$ cat src/rtl/mem_arb_pkg.sv
// Shared definitions for the unified instruction/data memory arbiter:
// response-owner encoding, out-of-range fetch data and the range check helper.
package mem_arb_pkg;

    localparam int unsigned WORD_BYTES = 4;

    localparam logic [31:0] OOR_IDATA_DEFAULT = 32'hdead_beef;

    // Owner of the response slot in the cycle after a grant.
    localparam logic [2:0] OWN_NONE   = 3'd0;
    localparam logic [2:0] OWN_IF_RD  = 3'd1;
    localparam logic [2:0] OWN_DM_RD  = 3'd2;
    localparam logic [2:0] OWN_OOR_IF = 3'd3;
    localparam logic [2:0] OWN_OOR_DM = 3'd4;

    typedef struct packed {
        logic        en;
        logic [31:0] addr;
        logic [3:0]  wen;
        logic [31:0] wdata;
    } mem_acc_t;

    function automatic logic addr_oor(input logic [31:0] byte_addr,
                                      input int unsigned depth_words);
        return (byte_addr >= (32'(depth_words) * 32'(WORD_BYTES)));
    endfunction

endpackage

$ cat src/rtl/mem_arb_perf.sv
// Saturating grant/stall counters for the unified memory arbiter,
// present only in builds that define MEM_ARB_PERF_EN.
module mem_arb_perf (
    input  logic        clk,
    input  logic        rst_n,
    input  logic        if_req,
    input  logic        if_gnt,
    input  logic        dm_gnt,
    output logic [31:0] perf_grants_if,
    output logic [31:0] perf_grants_dm,
    output logic [31:0] perf_stall_if
);

    logic [31:0] grants_if_q, grants_if_d;
    logic [31:0] grants_dm_q, grants_dm_d;
    logic [31:0] stall_if_q,  stall_if_d;

    function automatic logic [31:0] sat_inc(input logic [31:0] cnt, input logic en);
        logic [31:0] res;
        if (en && (cnt != 32'hffff_ffff)) begin
            res = cnt + 32'd1;
        end else begin
            res = cnt;
        end
        return res;
    endfunction

    // Next-state values for the three counters.
    always_comb begin
        grants_if_d = sat_inc(grants_if_q, if_gnt);
        grants_dm_d = sat_inc(grants_dm_q, dm_gnt);
        stall_if_d  = sat_inc(stall_if_q, if_req & ~if_gnt);
    end

    // Counter registers.
    always_ff @(posedge clk or negedge rst_n) begin
        if (!rst_n) begin
            grants_if_q <= 32'h0;
            grants_dm_q <= 32'h0;
            stall_if_q  <= 32'h0;
        end else begin
            grants_if_q <= grants_if_d;
            grants_dm_q <= grants_dm_d;
            stall_if_q  <= stall_if_d;
        end
    end

    assign perf_grants_if = grants_if_q;
    assign perf_grants_dm = grants_dm_q;
    assign perf_stall_if  = stall_if_q;

endmodule

$ cat src/rtl/unified_mem_arbiter.sv
// Arbitrates one single-port SRAM between CPU fetch and data ports (data first,
// fetch starvation guard). Define MEM_ARB_PERF_EN to add performance counters.
module unified_mem_arbiter
    import mem_arb_pkg::*;
#(
    parameter int unsigned DEPTH_WORDS  = 1024,
    parameter int unsigned ADDR_W       = 10,
    parameter int unsigned STARVE_LIMIT = 4,
    parameter logic [31:0] OOR_IDATA    = OOR_IDATA_DEFAULT
) (
    input  logic              clk,
    input  logic              rst_n,
    input  logic              if_req,
    input  logic [31:0]       if_addr,
    output logic              if_gnt,
    output logic              if_rvalid,
    output logic [31:0]       if_rdata,
    input  logic              dm_req,
    input  logic [31:0]       dm_addr,
    input  logic [3:0]        dm_wen,
    input  logic [31:0]       dm_wdata,
    output logic              dm_gnt,
    output logic              dm_rvalid,
    output logic [31:0]       dm_rdata,
    output logic              dm_err,
    output logic              mem_en,
    output logic [ADDR_W-1:0] mem_addr,
    output logic [3:0]        mem_wen,
    output logic [31:0]       mem_wdata,
    input  logic [31:0]       mem_rdata,
    output logic [31:0]       perf_grants_if,
    output logic [31:0]       perf_grants_dm,
    output logic [31:0]       perf_stall_if
);

    localparam logic [3:0] LIMIT_C = 4'(STARVE_LIMIT);

    logic [3:0]  starve_cnt_q, starve_cnt_d;
    logic [2:0]  owner_q, owner_d;
    logic        dm_err_q, dm_err_d;
    logic [31:0] if_rdata_q, if_rdata_d;
    logic [31:0] dm_rdata_q, dm_rdata_d;
    logic        if_gnt_s, dm_gnt_s;
    logic        if_oor_s, dm_oor_s;
    logic        if_rvalid_s, dm_rvalid_s;
    mem_acc_t    acc_s;

    assign if_oor_s = addr_oor(if_addr, DEPTH_WORDS);
    assign dm_oor_s = addr_oor(dm_addr, DEPTH_WORDS);

    // Grants are suppressed while reset is asserted so every output reads 0.
    always_comb begin
        dm_gnt_s = 1'b0;
        if_gnt_s = 1'b0;
        if (!rst_n) begin
            dm_gnt_s = 1'b0;
            if_gnt_s = 1'b0;
        end else if (dm_req && (!if_req || (starve_cnt_q < LIMIT_C))) begin
            dm_gnt_s = 1'b1;
        end else if (if_req) begin
            if_gnt_s = 1'b1;
        end else begin
            dm_gnt_s = 1'b0;
            if_gnt_s = 1'b0;
        end
    end

    // Counts data grants that overtake a waiting fetch; saturates at the limit.
    always_comb begin
        starve_cnt_d = starve_cnt_q;
        if (!if_req || if_gnt_s) begin
            starve_cnt_d = 4'd0;
        end else if (dm_gnt_s && (starve_cnt_q < LIMIT_C)) begin
            starve_cnt_d = starve_cnt_q + 4'd1;
        end else begin
            starve_cnt_d = starve_cnt_q;
        end
    end

    // Out-of-range accesses never reach the SRAM.
    always_comb begin
        acc_s = '0;
        if (dm_gnt_s && !dm_oor_s) begin
            acc_s.en    = 1'b1;
            acc_s.addr  = dm_addr;
            acc_s.wen   = dm_wen;
            acc_s.wdata = dm_wdata;
        end else if (if_gnt_s && !if_oor_s) begin
            acc_s.en    = 1'b1;
            acc_s.addr  = if_addr;
            acc_s.wen   = 4'h0;
            acc_s.wdata = 32'h0;
        end else begin
            acc_s = '0;
        end
    end

    assign mem_en    = acc_s.en;
    assign mem_addr  = acc_s.addr[ADDR_W+1:2];
    assign mem_wen   = acc_s.wen;
    assign mem_wdata = acc_s.wdata;

    // Tag the response slot for next cycle; writes and idle cycles leave it empty.
    always_comb begin
        owner_d  = OWN_NONE;
        dm_err_d = dm_gnt_s & dm_oor_s;
        if (dm_gnt_s) begin
            if (dm_wen == 4'h0) begin
                owner_d = dm_oor_s ? OWN_OOR_DM : OWN_DM_RD;
            end else begin
                owner_d = OWN_NONE;
            end
        end else if (if_gnt_s) begin
            owner_d = if_oor_s ? OWN_OOR_IF : OWN_IF_RD;
        end else begin
            owner_d = OWN_NONE;
        end
    end

    // Route the response to its owner; the other port keeps its last read data.
    always_comb begin
        if_rvalid_s = 1'b0;
        dm_rvalid_s = 1'b0;
        if_rdata_d  = if_rdata_q;
        dm_rdata_d  = dm_rdata_q;
        case (owner_q)
            OWN_IF_RD: begin
                if_rvalid_s = 1'b1;
                if_rdata_d  = mem_rdata;
            end
            OWN_OOR_IF: begin
                if_rvalid_s = 1'b1;
                if_rdata_d  = OOR_IDATA;
            end
            OWN_DM_RD: begin
                dm_rvalid_s = 1'b1;
                dm_rdata_d  = mem_rdata;
            end
            OWN_OOR_DM: begin
                dm_rvalid_s = 1'b1;
                dm_rdata_d  = 32'h0;
            end
            default: begin
                if_rvalid_s = 1'b0;
                dm_rvalid_s = 1'b0;
            end
        endcase
    end

    // Arbiter state and held read data.
    always_ff @(posedge clk or negedge rst_n) begin
        if (!rst_n) begin
            starve_cnt_q <= 4'd0;
            owner_q      <= OWN_NONE;
            dm_err_q     <= 1'b0;
            if_rdata_q   <= 32'h0;
            dm_rdata_q   <= 32'h0;
        end else begin
            starve_cnt_q <= starve_cnt_d;
            owner_q      <= owner_d;
            dm_err_q     <= dm_err_d;
            if_rdata_q   <= if_rdata_d;
            dm_rdata_q   <= dm_rdata_d;
        end
    end

    assign if_gnt    = if_gnt_s;
    assign dm_gnt    = dm_gnt_s;
    assign if_rvalid = if_rvalid_s;
    assign dm_rvalid = dm_rvalid_s;
    assign if_rdata  = if_rdata_d;
    assign dm_rdata  = dm_rdata_d;
    assign dm_err    = dm_err_q;

`ifdef MEM_ARB_PERF_EN
    mem_arb_perf u_perf (
        .clk            (clk),
        .rst_n          (rst_n),
        .if_req         (if_req),
        .if_gnt         (if_gnt_s),
        .dm_gnt         (dm_gnt_s),
        .perf_grants_if (perf_grants_if),
        .perf_grants_dm (perf_grants_dm),
        .perf_stall_if  (perf_stall_if)
    );
`else
    assign perf_grants_if = 32'h0;
    assign perf_grants_dm = 32'h0;
    assign perf_stall_if  = 32'h0;
`endif

endmodule

$ cat config.mk
export PLATFORM = sky130hd
export DESIGN_NAME = unified_mem_arbiter
export DESIGN_NICKNAME = d
export VERILOG_FILES = /design/src/rtl/mem_arb_pkg.sv /design/src/rtl/mem_arb_perf.sv /design/src/rtl/unified_mem_arbiter.sv
export SDC_FILE = /design/constraint.sdc
export NUM_CORES = 1
export LEC_CHECK = 0
export CAP_MARGIN = 15
export CORE_AREA = 2 2 136 138
export CTS_BUF_LIST = sky130_fd_sc_hd__clkbuf_8
export DETAILED_ROUTE_END_ITERATION = 10
export DIE_AREA = 0 0 138 140
export SLEW_MARGIN = 20
export SYNTH_ARGS = -nofsm -noshare
export SYNTH_HDL_FRONTEND = slang
export SYNTH_SLANG_ARGS = --single-unit
$ cat constraint.sdc
create_clock -name clk -period 2.6 [get_ports clk]
set_input_delay 0.26 -clock clk [delete_from_list [all_inputs] [get_ports clk]]
set_output_delay 0.26 -clock clk [all_outputs]
set_load 0.1 [all_outputs]
==> reports/metrics.yaml <==
status: "finished clean"
io_buffers: 247
fin_crit_ns: 2.37
p_sw_share_pct: 51.0
endpoint_kind: "output port"
crit_start: "rst_n"
place_area_sq_um: 7470
drive_gt1_share_pct: 21.8
antenna_found_initial: 3
worst-setup-path-type: "in2out"
p_seq_share_pct: 24.0
post-route-util_pct: 43.2
row_count: 49
startpoint_type: "primary input"
clkSinkCount: 72
met3_usage_pct: 5.68
nets: 794
leakage_nw: 3.47
rr_startpoint: "owner_q[2]$_DFF_PN0_"
final-max-slew-violation-count: 0
rrSetupSlack_ns: 0.99
post-route-drc-count: 0
crit_path_max_fanout: 12
synth_warnings: 0
n_antenna_cell: 0
firstDrtPassIters: 4
grt_pass1_wl_um: 20700
design.core.area_sq_um: 17800
floorplan.initialDensity_pct: 22.4
drv_cap: 0
yosys-top-cells-area: "dfrtp_1, buf_4, a22o_1, and2_1, o21ai_0"
routed_wl_um: 13700
max_freq_ghz: 0.422
worstPathArrival_ns: 2.11
ir_drop_uv: 521
ios: 348
met2_usage_pct: 23.2
holdCritPathClass: "in2async"
rsz0062_at_grt: "no"
p_int_mw: 2.75
clkSlewWorstSetupHoldPaths_ns: 0.08
die_w_um: 138
fin_tns_setup_ns: 0
dp_hpwl_um: 11100
grt_use_met1_pct: 16.2
setup_viol_count_final: 0
htree_levels: 3
drt_iter0_drc: 100
avgSynthCellArea_sq_um: 9.53
syn_inst: 417
fin_ws_ns: 0.230
layout.cells.non_filler: 891
cts_tree: "built"
grtUsageTotal_pct: 13.7
avgRoutedWirePerCell_um: 15.4
ys_seq_area_share_pct: 45.3
switchingPower_mw: 2.86
combPwrFrac_pct: 60.2
power.total_mw: 5.60
dp_cells: 874
clockPowerShare_pct: 15.8
ys_seq_elements: 72
viasPerCell: 4.01
cts-buffers-inserted: 9
post-place-ws_ns: 0.260
syn_area_sq_um: 3980
cts_root_buf: "clkbuf_8"
vias: 3575
area_growth_pct: 93.3
grt_start_max_net_pins: 71
hold_slack_ns: 0.310
overflow: 0
p_per_area_nw_per_um2: 729
gp_congestion: 0.731
hold_viol: 0
grt.busiest_layer: "met2"
critPathCapture: "mem_addr[8]"
skew_ns: 0.0101
fin_crit_sh_pct: 91.2
dieArea_sq_um: 19300
clock_latency_ns: 0.34
tightest_slew_ns: 0.893
reg2reg_depth: 3
drtAntennaViolNets: 0
worstReg2RegEnd: "if_rdata_q[12]$_DFF_PN0_"
slew_headroom_pct: 40.5
cp.required_ns: 2.34
grt_pass1_vias: 3468
die_height_um: 140
synth.distinct_cells: 28
clockBufferDepth: 2
stdcell_area_sq_um: 7680
yosys.area.top_type_share_pct: 45.3
synth_top_area_cell: "dfrtp_1"
-- cell type report --
type | instances | area, sq um
clock buffers | 10 | 138
clock inverters | 6 | 60.1
fillers | 1660 | 10100
inverters | 5 | 18.8
multi-input cells | 313 | 1680
flip-flops and latches | 72 | 1800
well taps | 229 | 287
repair buffers | 256 | 3700
-- cell usage after synthesis --
cell,count
a21boi_0,3
a21o_1,1
a22o_1,32
a32o_1,10
and2_1,37
buf_2,5
buf_4,97
buf_6,3
clkbuf_1,15
clkbuf_2,2
conb_1,1
dfrtp_1,72
ha_1,1
inv_1,5
nand2_1,35
nand2b_1,13
nand3_1,5
nand3b_1,1
nand4_1,1
nor2_1,29
nor3_2,1
nor3b_1,1
nor3b_2,1
nor4_1,10
o21ai_0,33
o2bb2ai_1,1
or4_1,1
xor2_1,1
-- critical path, cell delays in order --
cell and delay [ns]:
dlygate4sd3_1 0.55, buf_4 0.19, nand3_1 0.15, inv_1 0.41, a32o_1 0.33, buf_12 0.19
-- kinds of logic (layout without fill, tap and decap cells) --
logic type / Yosys count / after routing / share of synthesized area (%)
and+or+nand+nor: 135 / 135 / 17.4
buffers and inverters: 127 / 277 / 21.9
AOI/OAI and AO/OA: 80 / 80 / 14.7
DFF: 72 / 72 / 45.3
adders and majority gates: 1 / 1 / 0.315
other: 1 / 96 / 0.0943
xor gates and xnor gates: 1 / 1 / 0.220
-- flip-flops by register name, summed over array words and instances, names as in the netlist --
signal,cells
dm_rdata_q,32
if_rdata_q,32
starve_cnt_q,4
owner_q,3
dm_err,1
-- how the worst min path moves through the flow --
stage                from                     endpoint  cells past startpoint
global route        rst_n  starve_cnt_q[1]$_DFFE_PN0P_                      2
CTS                 rst_n  starve_cnt_q[1]$_DFFE_PN0P_                      2
floorplan           rst_n             dm_err$_DFF_PN0_                      0
global placement    rst_n  starve_cnt_q[1]$_DFFE_PN0P_                      1
detailed placement  rst_n  starve_cnt_q[1]$_DFFE_PN0P_                      1
finish              rst_n  starve_cnt_q[1]$_DFFE_PN0P_                      2
-- layout by cell type (no fill, tap or decap), types with 9 or more instances in the layout --
cell	count
nand2b_1	12
a32o_1	10
o21ai_1	12
clkdlybuf4s50_1	130
o21ai_0	21
conb_1	96
buf_12	116
a22o_1	32
nand2_1	35
buf_4	9
clkbuf_8	10
nor2_1	29
nor4_1	10
and2_1	37
dfrtp_1	72
-- power groups by stage --
stage	Sequential (mW)	Combinational (mW)	Clock, mW
after floorplan	1.37	2.34	0
after global routing	1.36	3.46	0.967
after CTS	1.35	3.39	0.926
after detailed placement	1.37	3.39	0
final	1.35	3.37	0.884
after global placement	1.36	3.38	0
-- metal layers --
layer  wire [um]  part of all wire [%]  vias up
met2        6800                    50      195
met5          34                  0.25        -
met1        5300                    39     1673
met4         170                   1.2        6
li1            -                     -     1685
met3        1420                    10       16
-- what timing repair did --
| action | 4_1_cts | 5_1_grt |
|---|---|---|
| buffers inserted | 0 | 0 |
| resized for setup | 0 | 1 |
| hold buffers | 1 | 0 |
| hold endpoints to repair | 4 | 0 |
| endpoints found under the setup margin | 0 | 3 |
No activity file was read; power rests on OpenSTA's default activity.
